`src/rtl/ac_ir_pkg.sv`:
```
// Shared encodings, frame field layout and frame builders for the AC IR command path.
package ac_ir_pkg;

    typedef enum logic [2:0] {
        MODE_AUTO = 3'd0,
        MODE_COOL = 3'd1,
        MODE_DRY  = 3'd2,
        MODE_FAN  = 3'd3,
        MODE_HEAT = 3'd4
    } ac_mode_e;

    typedef enum logic [1:0] {
        StIdle  = 2'd0,
        StBuild = 2'd1,
        StSend  = 2'd2,
        StGap   = 2'd3
    } acb_state_e;

    localparam logic [1:0]  FAN_MAX      = 2'd3;
    localparam int unsigned TEMP_MIN_DEF = 16;
    localparam int unsigned TEMP_MAX_DEF = 30;
    localparam logic [4:0]  TEMP_BASE    = 5'd16;
    localparam logic [4:0]  TEMP_RST     = 5'd26;

    localparam logic [21:0] D35_FIXED = 22'h0A0040;
    localparam logic [2:0]  D35_TAIL  = 3'b010;
    localparam logic [27:0] D32_FIXED = 28'h0000200;

    localparam int unsigned D35_MODE_LSB  = 32;
    localparam int unsigned D35_POWER_BIT = 31;
    localparam int unsigned D35_FAN_LSB   = 29;
    localparam int unsigned D35_TEMP_LSB  = 25;
    localparam int unsigned D35_FIXED_LSB = 3;
    localparam int unsigned D32_CSUM_LSB  = 28;

    function automatic logic [3:0] temp_code(input logic [4:0] temp);
        logic [4:0] diff;
        diff = temp - TEMP_BASE;
        return diff[3:0];
    endfunction

    function automatic logic [3:0] calc_checksum(input logic [3:0] tcode, input logic [2:0] mode,
                                                 input logic [1:0] fan, input logic power);
        return tcode + {1'b0, mode} + {2'b00, fan} + {3'b000, power};
    endfunction

    function automatic logic [34:0] build_data35(input logic power, input logic [2:0] mode,
                                                 input logic [1:0] fan, input logic [3:0] tcode);
        logic [34:0] d;
        d = '0;
        d[D35_MODE_LSB +: 3]   = mode;
        d[D35_POWER_BIT]       = power;
        d[D35_FAN_LSB +: 2]    = fan;
        d[D35_TEMP_LSB +: 4]   = tcode;
        d[D35_FIXED_LSB +: 22] = D35_FIXED;
        d[2:0]                 = D35_TAIL;
        return d;
    endfunction

    function automatic logic [31:0] build_data32(input logic [3:0] csum);
        logic [31:0] d;
        d = '0;
        d[D32_CSUM_LSB +: 4] = csum;
        d[27:0]              = D32_FIXED;
        return d;
    endfunction

endpackage

```
`src/rtl/ac_btn_debounce.sv`:
```
// Two-flop synchronizer plus stable-level debouncer; emits a one-cycle pulse on an accepted press.
module ac_btn_debounce #(
    parameter int unsigned DEBOUNCE_CYC = 2000000
) (
    input  logic clk,
    input  logic rst_n,
    input  logic i_btn,
    output logic o_press
);

    localparam int unsigned CNT_W = (DEBOUNCE_CYC > 1) ? $clog2(DEBOUNCE_CYC) : 1;

    logic [1:0]       r_sync;
    logic             r_level;
    logic [CNT_W-1:0] r_cnt;
    logic             r_press;

    // r_cnt counts consecutive samples that disagree with the accepted level.
    always_ff @(posedge clk or negedge rst_n) begin
        if (!rst_n) begin
            r_sync  <= 2'b00;
            r_level <= 1'b0;
            r_cnt   <= '0;
            r_press <= 1'b0;
        end else begin
            r_sync  <= {r_sync[0], i_btn};
            r_press <= 1'b0;
            if (r_sync[1] == r_level) begin
                r_cnt <= '0;
            end else if (r_cnt == CNT_W'(DEBOUNCE_CYC - 1)) begin
                r_cnt   <= '0;
                r_level <= r_sync[1];
                r_press <= r_sync[1];
            end else begin
                r_cnt <= r_cnt + 1'b1;
            end
        end
    end

    assign o_press = r_press;

endmodule

```
`src/rtl/ac_cmd_builder.sv`:
```
// Button-driven AC setting state and IR command frame builder with request/done handshake.
// Optional SEND timeout with retry enabled by defining ACB_TIMEOUT_EN.
module ac_cmd_builder
    import ac_ir_pkg::*;
#(
    parameter int unsigned DEBOUNCE_CYC = 2000000,
    parameter int unsigned GAP_CYC      = 5000000,
    parameter int unsigned TIMEOUT_CYC  = 50000000,
    parameter int unsigned TEMP_MIN     = TEMP_MIN_DEF,
    parameter int unsigned TEMP_MAX     = TEMP_MAX_DEF
) (
    input  logic        clk,
    input  logic        rst_n,
    input  logic        btn_power,
    input  logic        btn_mode,
    input  logic        btn_temp_up,
    input  logic        btn_temp_dn,
    input  logic        btn_fan,
    input  logic        tx_done,
    output logic [34:0] data35,
    output logic [31:0] data32,
    output logic        send_req,
    output logic        busy,
    output logic        tx_err
);

    localparam int unsigned BTN_FAN   = 0;
    localparam int unsigned BTN_DN    = 1;
    localparam int unsigned BTN_UP    = 2;
    localparam int unsigned BTN_MODE  = 3;
    localparam int unsigned BTN_POWER = 4;

    localparam int unsigned CNT_MAX = (GAP_CYC > TIMEOUT_CYC) ? GAP_CYC : TIMEOUT_CYC;
    localparam int unsigned CNT_W   = (CNT_MAX > 1) ? $clog2(CNT_MAX) : 1;

    logic [4:0] w_btn_raw;
    logic [4:0] w_press;

    assign w_btn_raw = {btn_power, btn_mode, btn_temp_up, btn_temp_dn, btn_fan};

    for (genvar g = 0; g < 5; g++) begin : g_db
        ac_btn_debounce #(
            .DEBOUNCE_CYC(DEBOUNCE_CYC)
        ) u_db (
            .clk    (clk),
            .rst_n  (rst_n),
            .i_btn  (w_btn_raw[g]),
            .o_press(w_press[g])
        );
    end

    logic       r_power;
    logic [2:0] r_mode;
    logic [1:0] r_fan;
    logic [4:0] r_temp;

    logic       w_power_d;
    logic [2:0] w_mode_d;
    logic [1:0] w_fan_d;
    logic [4:0] w_temp_d;
    logic       w_change;

    always_comb begin
        w_power_d = r_power;
        w_mode_d  = r_mode;
        w_fan_d   = r_fan;
        w_temp_d  = r_temp;
        w_change  = 1'b0;
        if (w_press[BTN_POWER]) begin
            w_power_d = ~r_power;
            w_change  = 1'b1;
        end
        if (r_power) begin
            if (w_press[BTN_MODE]) begin
                w_mode_d = (r_mode == MODE_HEAT) ? MODE_AUTO : r_mode + 3'd1;
                w_change = 1'b1;
            end
            if (w_press[BTN_FAN]) begin
                w_fan_d  = (r_fan == FAN_MAX) ? 2'd0 : r_fan + 2'd1;
                w_change = 1'b1;
            end
            // Simultaneous up and down cancel out.
            if (w_press[BTN_UP] && !w_press[BTN_DN] && (r_temp < 5'(TEMP_MAX))) begin
                w_temp_d = r_temp + 5'd1;
                w_change = 1'b1;
            end
            if (w_press[BTN_DN] && !w_press[BTN_UP] && (r_temp > 5'(TEMP_MIN))) begin
                w_temp_d = r_temp - 5'd1;
                w_change = 1'b1;
            end
        end
    end

    always_ff @(posedge clk or negedge rst_n) begin
        if (!rst_n) begin
            r_power <= 1'b0;
            r_mode  <= MODE_COOL;
            r_fan   <= 2'd0;
            r_temp  <= TEMP_RST;
        end else begin
            r_power <= w_power_d;
            r_mode  <= w_mode_d;
            r_fan   <= w_fan_d;
            r_temp  <= w_temp_d;
        end
    end

    acb_state_e       r_state;
    logic             r_pending;
    logic             r_send_req;
    logic [CNT_W-1:0] r_cnt;
    logic [34:0]      r_data35;
    logic [31:0]      r_data32;
    logic [3:0]       w_tcode;

    assign w_tcode = temp_code(r_temp);

`ifdef ACB_TIMEOUT_EN
    logic r_tx_err;
`endif

    always_ff @(posedge clk or negedge rst_n) begin
        if (!rst_n) begin
            r_state    <= StIdle;
            r_pending  <= 1'b0;
            r_send_req <= 1'b0;
            r_cnt      <= '0;
            r_data35   <= build_data35(1'b0, MODE_COOL, 2'd0, temp_code(TEMP_RST));
            r_data32   <= build_data32(calc_checksum(temp_code(TEMP_RST), MODE_COOL, 2'd0, 1'b0));
`ifdef ACB_TIMEOUT_EN
            r_tx_err   <= 1'b0;
`endif
        end else begin
`ifdef ACB_TIMEOUT_EN
            r_tx_err <= 1'b0;
`endif
            case (r_state)
                StIdle: begin
                    if (r_pending) r_state <= StBuild;
                end
                StBuild: begin
                    r_data35   <= build_data35(r_power, r_mode, r_fan, w_tcode);
                    r_data32   <= build_data32(calc_checksum(w_tcode, r_mode, r_fan, r_power));
                    r_pending  <= 1'b0;
                    r_cnt      <= '0;
                    r_send_req <= 1'b1;
                    r_state    <= StSend;
                end
                StSend: begin
                    if (tx_done) begin
                        r_send_req <= 1'b0;
                        r_cnt      <= '0;
                        r_state    <= StGap;
                    end
`ifdef ACB_TIMEOUT_EN
                    else if (r_cnt == CNT_W'(TIMEOUT_CYC - 1)) begin
                        r_send_req <= 1'b0;
                        r_tx_err   <= 1'b1;
                        r_pending  <= 1'b1;
                        r_cnt      <= '0;
                        r_state    <= StGap;
                    end else begin
                        r_cnt <= r_cnt + 1'b1;
                    end
`endif
                end
                StGap: begin
                    if (r_cnt == CNT_W'(GAP_CYC - 1)) begin
                        r_cnt   <= '0;
                        r_state <= r_pending ? StBuild : StIdle;
                    end else begin
                        r_cnt <= r_cnt + 1'b1;
                    end
                end
                default: r_state <= StIdle;
            endcase
            // A change landing in BUILD must survive the pending clear.
            if (w_change) r_pending <= 1'b1;
        end
    end

    assign data35   = r_data35;
    assign data32   = r_data32;
    assign send_req = r_send_req;
    assign busy     = (r_state != StIdle);
`ifdef ACB_TIMEOUT_EN
    assign tx_err   = r_tx_err;
`else
    assign tx_err   = 1'b0;
`endif

endmodule
```
`config.mk`:
```
export PLATFORM = sky130hd
export DESIGN_NAME = ac_cmd_builder
export DESIGN_NICKNAME = d
export VERILOG_FILES = /design/src/rtl/ac_ir_pkg.sv /design/src/rtl/ac_btn_debounce.sv /design/src/rtl/ac_cmd_builder.sv
export SDC_FILE = /design/constraint.sdc
export NUM_CORES = 1
export LEC_CHECK = 0
export CELL_PAD_IN_SITES_DETAIL_PLACEMENT = 2
export CELL_PAD_IN_SITES_GLOBAL_PLACEMENT = 2
export CORE_MARGIN = 5
export CORE_UTILIZATION = 34
export DETAILED_ROUTE_END_ITERATION = 16
export GPL_ROUTABILITY_DRIVEN = 0
export PLACE_DENSITY = 0.75
export SLEW_MARGIN = 5
export SYNTH_ARGS = -nofsm -noshare
export SYNTH_HDL_FRONTEND = slang
export SYNTH_SLANG_ARGS = --single-unit
```
`constraint.sdc`:
```
create_clock -name clk -period 2.3 [get_ports clk]
set_clock_uncertainty 0.1 [all_clocks]
set_input_delay 0.345 -clock clk [delete_from_list [all_inputs] [get_ports clk]]
set_output_delay 0.345 -clock clk [all_outputs]
set_load 0.01 [all_outputs]
```
**Word level (Yosys, flattened, before mapping)**

Cells that the tools add are included.

- Multiplexer cells: 42
- Order comparisons: 2
- Eq/ne operators: 19
- Bitwise logic cells: 6
- Add/subtract/negate cells: 14
- Reduce and logical (&&, ||, !) cells: 23

Operators by type and width:

| kind | number |
|---|---|
| 21-bit two-way mux | 10 |
| 21-bit by 1-bit adder with 21-bit output, second input constant | 5 |
| 21-bit equality test, second input constant | 5 |
| 26-bit one-hot mux with 3 select lines | 1 |
| 26-bit two-way mux | 2 |
| 26-bit by 1-bit adder with 26-bit output, second input constant | 1 |
| 26-bit by 23-bit equality test with 1-bit output, second input constant | 1 |
| 1-bit two-way mux | 20 |
| 2-bit AND reduction | 10 |
| 5-bit two-way mux | 2 |
| 2-bit two-way mux | 4 |
| 2-bit one-hot mux with 4 select lines | 1 |
| 2-bit nonzero test | 4 |
| 2-bit equality test, second input constant | 3 |
| 2-bit != test, second input constant | 3 |
| 1-bit inverter | 6 |
| 5-bit by 1-bit adder with 5-bit output, second input constant | 1 |
| 1-bit equality test | 5 |
| 5-bit greater-than comparator, second input constant | 1 |
| 5-bit < comparator, second input constant | 1 |
| 5-bit by 1-bit subtractor with 5-bit output, second input constant | 1 |
| 4-bit by 1-bit adder with 4-bit output | 1 |
| 4-bit by 2-bit adder with 4-bit output | 1 |
| 4-bit by 3-bit adder with 4-bit output | 1 |
| other kinds (12) | 16 |

- Flip-flop bits (word level): 180
- Word-level logic and storage cells: 136
- Output and inout port bits: 70
- Input port bits: 8

**Logic depth before layout (Yosys ltp)**

- Depth in word-level cells: 7
- Gate-level depth with buffers: 10

**Modules after synthesis**

A second synthesis with hierarchy kept.

- Cell total of the unflattened synthesis: 960
- Area, all modules: 9547.9 um2

By module, submodules not included:

| module | area each (um2) | seq. area each (um2) | cells an instance | times used |
|---|---|---|---|---|
| ac_btn_debounce | 1211.2 | 625.6 | 120 | 5 |
| ac_cmd_builder | 3492.1 | 1388.8 | 360 | 1 |

**Worst setup path after synthesis**

OpenSTA, ideal clock, no wires.

- Path type: register -> register
- Start point: reg r_temp[1]
- End point: reg r_temp[4]
- Stages on the path, launching flop included: 10
- Data arrival time: 2004 ps
- Buffers on the path: 0
- Setup slack: 104 ps
- Cells stage by stage: dfstp_2 > nor4_1 > or3_1 > inv_1 > ha_1 > nor2b_1 > o21ai_0 > nand2b_1 > nor2b_1 > a2bb2oi_1

- Longest elaborated chain between the ends: 4
- Elaborated cells between the ends (all ways): 10

Ends and longest elaborated chain:

| what | RTL line | text |
|---|---|---|
| start: declaration | ac_cmd_builder.sv:55 | `logic [4:0] r_temp;` |
| start signal: assignment | ac_cmd_builder.sv:104 | `r_temp <= w_temp_d;` |
| 5-bit < comparator / 5-bit greater-than comparator (equally long branches) | ac_cmd_builder.sv:83, ac_cmd_builder.sv:87 |  |
| 1-bit logical AND (on tied branches) | ac_cmd_builder.sv:83, ac_cmd_builder.sv:87 |  |
| 2-bit nonzero test (no line) | -- |  |
| 2-bit AND reduction (no line) | -- |  |

Parallel ways exist; a longest one is shown, timed or not. The select of a mux whose other input is x is not followed.
A chain may end at the register's enable or synchronous reset.

**Worst setup path in the final report**

- Start point: reg r_temp[4]
- End point: reg r_temp[4]

Same word-level chain as after synthesis.

==> impl_metrics.py <==
metrics = {
    "synth": {
        "synth_edf_count": 0,
        "ys_seq_elements": 180,
        "yosys_warnings": 0,
        "syn_area_per_cell_um2": 10.2,
        "synthCells": 897,
        "synth_top_area_share_pct": 46.6,
        "synthFlopType": "dfrtp_1",
        "seq_area_frac_synth_pct": 49.5,
        "syn_area_um2": 9130,
        "synthArstFlopShare_pct": 100,
        "synth_top_cell_by_area": "dfrtp_1",
        "synth.area.top_cells": "dfrtp_1, xor2_1, nor2_1",
        "synthDistinctLibCells": 57,
    },
    "clocking": {
        "clockBufferDepth": 2,
        "clkTransAtPathRegs_ns": 0.08,
        "htreeDepth": 4,
        "cts_tree": "yes",
        "root_buffer": "clkbuf_16",
        "clock-sinks": 180,
        "cts_made_buffers": 17,
        "worstSkewPairLatency_ns": 0.43,
    },
    "timing": {
        "fin_crit_ns": 2.26,
        "slew_headroom_pct": 61.5,
        "finalCritPeriodShare_pct": 98.4,
        "setup_ws_ns": 0.0370,
        "slew_viol_final": 0,
        "rsz0062_at_grt": "yes",
        "hold_viol": 0,
        "fmax_mhz": 442,
        "setup_viol": 0,
        "fin_setup_tns_ns": 0,
        "tightest_slew_ns": 0.573,
    },
    "placed_design": {
        "preCtsSetupSlack_ns": -0.0949,
        "port-buffer-count": 23,
        "dp.cells": 1275,
        "dpl.hpwl_mm": 15.2,
        "placed_area_um2": 9770,
    },
    "cells_and_area": {
        "num_antenna_cells": 0,
        "area_growth_pct": 14.7,
        "fillers": 2903,
        "fin_cells": 1311,
        "drive_above_1_share_pct": 13.5,
        "layout.nets": 990,
        "final_common_cell": "dfrtp_1",
        "design_area_um2": 10500,
        "mostFrequentLayoutCells": "dfrtp_1, nor2_1, xor2_1",
    },
    "global_route": {
        "grt-ovfl-total": 0,
        "grt_usage_pct": 15.0,
        "grt_start_max_net_pins": 59,
        "grt_pass1_vias": 7370,
        "grt_pass1_wl_mm": 37.7,
        "antenna_found_initial": 0,
    },
    "die": {
        "placementRows": 60,
        "dieArea_um2": 30200,
        "io_pins": 78,
        "die_w_um": 174,
        "core-area_um2": 26700,
        "start_util_pct": 34.1,
        "die_y_um": 174,
    },
    "worst_setup_path": {
        "cp-end-kind": "flip-flop",
        "crit_chain": "nand2_1 -> or3_4 -> fa_2 -> nor2b_1 -> o21ai_1 -> nand2b_1 -> mux2i_2 -> a2bb2oi_2",
        "slowest_delay_ns": 0.55,
        "crit_path_max_fanout": 3,
        "cp-start-kind": "flip-flop",
        "critical_path_class": "reg -> reg",
        "critPathTopFamily": "simple AND/OR/NAND/NOR gates",
        "arrival_ns": 2.51,
        "crit_slowest_cell": "dfstp_2",
        "crit_buf_inv": 0,
        "crit_required_ns": 2.54,
    },
    "run": {
        "cap_violations": 0,
    },
    "power": {
        "ir_drop_v": 0.000402,
        "power.density_nw_per_um2": 702,
        "leakage_nw": 4.61,
        "power.total_mw": 7.35,
    },
    "detailed_routing": {
        "dr.pass1.iters": 4,
        "viasPerCell": 4.95,
        "postRouteAntennaNets": 0,
        "vias": 6492,
        "totalWireLength_mm": 22.0,
        "post-route-drc-count": 0,
        "drt_iter0_markers": 180,
        "detail_route.wl_per_cell_um": 16.8,
    },
    "worst_hold_path": {
        "worst_hold_path_type": "in -> reg",
    },
    "outcome": {
        "outcome": "finished clean",
    },
}
==> worst paths after layout <==
check	depth (start not counted)	from	end	slack [ns]
min	1	btn_fan	g_db[0].u_db.r_sync[0]	0.25
min reg2reg	0	g_db[1].u_db.r_sync[0]	g_db[1].u_db.r_sync[1]	0.26
max	8	r_temp[4]	r_temp[4]	0.04
min in group asynchronous	2	rst_n	g_db[3].u_db.r_cnt[2]	0.35
max in group asynchronous	3	rst_n	g_db[1].u_db.r_cnt[2]	1.04
max reg2reg	8	r_temp[4]	r_temp[4]	0.04
==> layout make-up <==
type,count,area (um^2),share of cell area (%)
Sequential cell,180,4520,43.1
Inverter,25,93.8,0.896
Timing Repair Buffer,61,571,5.45
Clock inverter,14,164,1.57
Tap cell,341,427,4.07
Multi-Input combinational cell,672,4260,40.7
Clock buffer,18,439,4.19
==> state kept, by name, summed over array words and instances (netlist names) <==
signal	count
data32	4
data35	10
g_db.u_db.o_press	5
g_db.u_db.r_cnt	105
g_db.u_db.r_level	5
g_db.u_db.r_sync	10
r_cnt	26
r_fan	2
r_mode	3
r_pending	1
r_power	1
r_state	2
r_temp	5
send_req	1
==> kinds of logic (layout without fill, tap and decap cells) <==
group,after synthesis,after routing,share of synthesized area (%)
simple gates,409,409,22.7
other cells,2,54,0.0823
flops,180,180,49.5
xor+xnor,126,126,12.1
fa+ha+maj,25,25,3.76
buf+inv,97,118,6.66
compound gates,38,38,2.69
mux,20,20,2.50
==> where the power goes <==
group / switching (mW) / total, mW / internal, mW
clock network: 1.36 / 3.02 / 1.67
logic: 0.632 / 0.996 / 0.364
registers: 0.0780 / 3.33 / 3.25
==> worst reg2reg max path, delay by kind of cell, from the launching register on <==
kind / cells / cell delay, ns
AO/OA/AOI/OAI: 2 / 0.18
adder cells (fa/ha/maj): 1 / 0.37
flip-flops: 1 / 0.55
multiplexers: 1 / 0.28
AND/OR/NAND/NOR: 4 / 0.70
==> through the flow <==
stage	hold slack (ns)	util (%)
floorplan	-0.0506	-
global route	0.237	39.2
global placement	0.236	36.6
CTS	0.241	39.0
detailed placement	0.244	36.6
finish	0.253	39.2
==> per-layer routing <==
metal | GRT usage, % | vias to the layer above | part of all wire (%)
li1 | - | 3051 | -
met5 | 0 | - | 0
met4 | 3.96 | 0 | 1.2
met1 | 19.0 | 3349 | 45
met3 | 3.12 | 19 | 3.0
met2 | 26.2 | 73 | 50
==> what timing repair did <==
| item | in CTS | in global routing |
|---|---|---|
| setup buffers | 0 | 3 |
| hold buffers | 1 | 0 |
| endpoints found under the hold margin | 53 | 0 |
| resized for setup | 8 | 9 |
| endpoints found under the setup margin | 2 | 31 |
| gates cloned | 0 | 0 |
| pin swaps | 1 | 3 |
==> synth_stat cells, types with 3 or more instances <==
cell      number
nor4b_1        5
and2_1         5
buf_2          6
nor2b_1        5
dfrtp_1      170
or2_2          7
and3b_1        5
xor2_1        84
and3_1        14
nor3_1        14
and4_1         8
nand3_1       55
mux2_2        18
ha_1          21
a21oi_1        9
nand4b_1       3
inv_1         25
nand2_1       54
clkbuf_1       3
nor2_1       152
nor4_2         3
xnor2_1       42
dfstp_2       10
a21o_1         6
nor4_1        15
buf_4         61
or3_1          4
nand4_1       43
o21ai_0       14
fa_1           4
No activity file was read; power rests on OpenSTA's default activity.
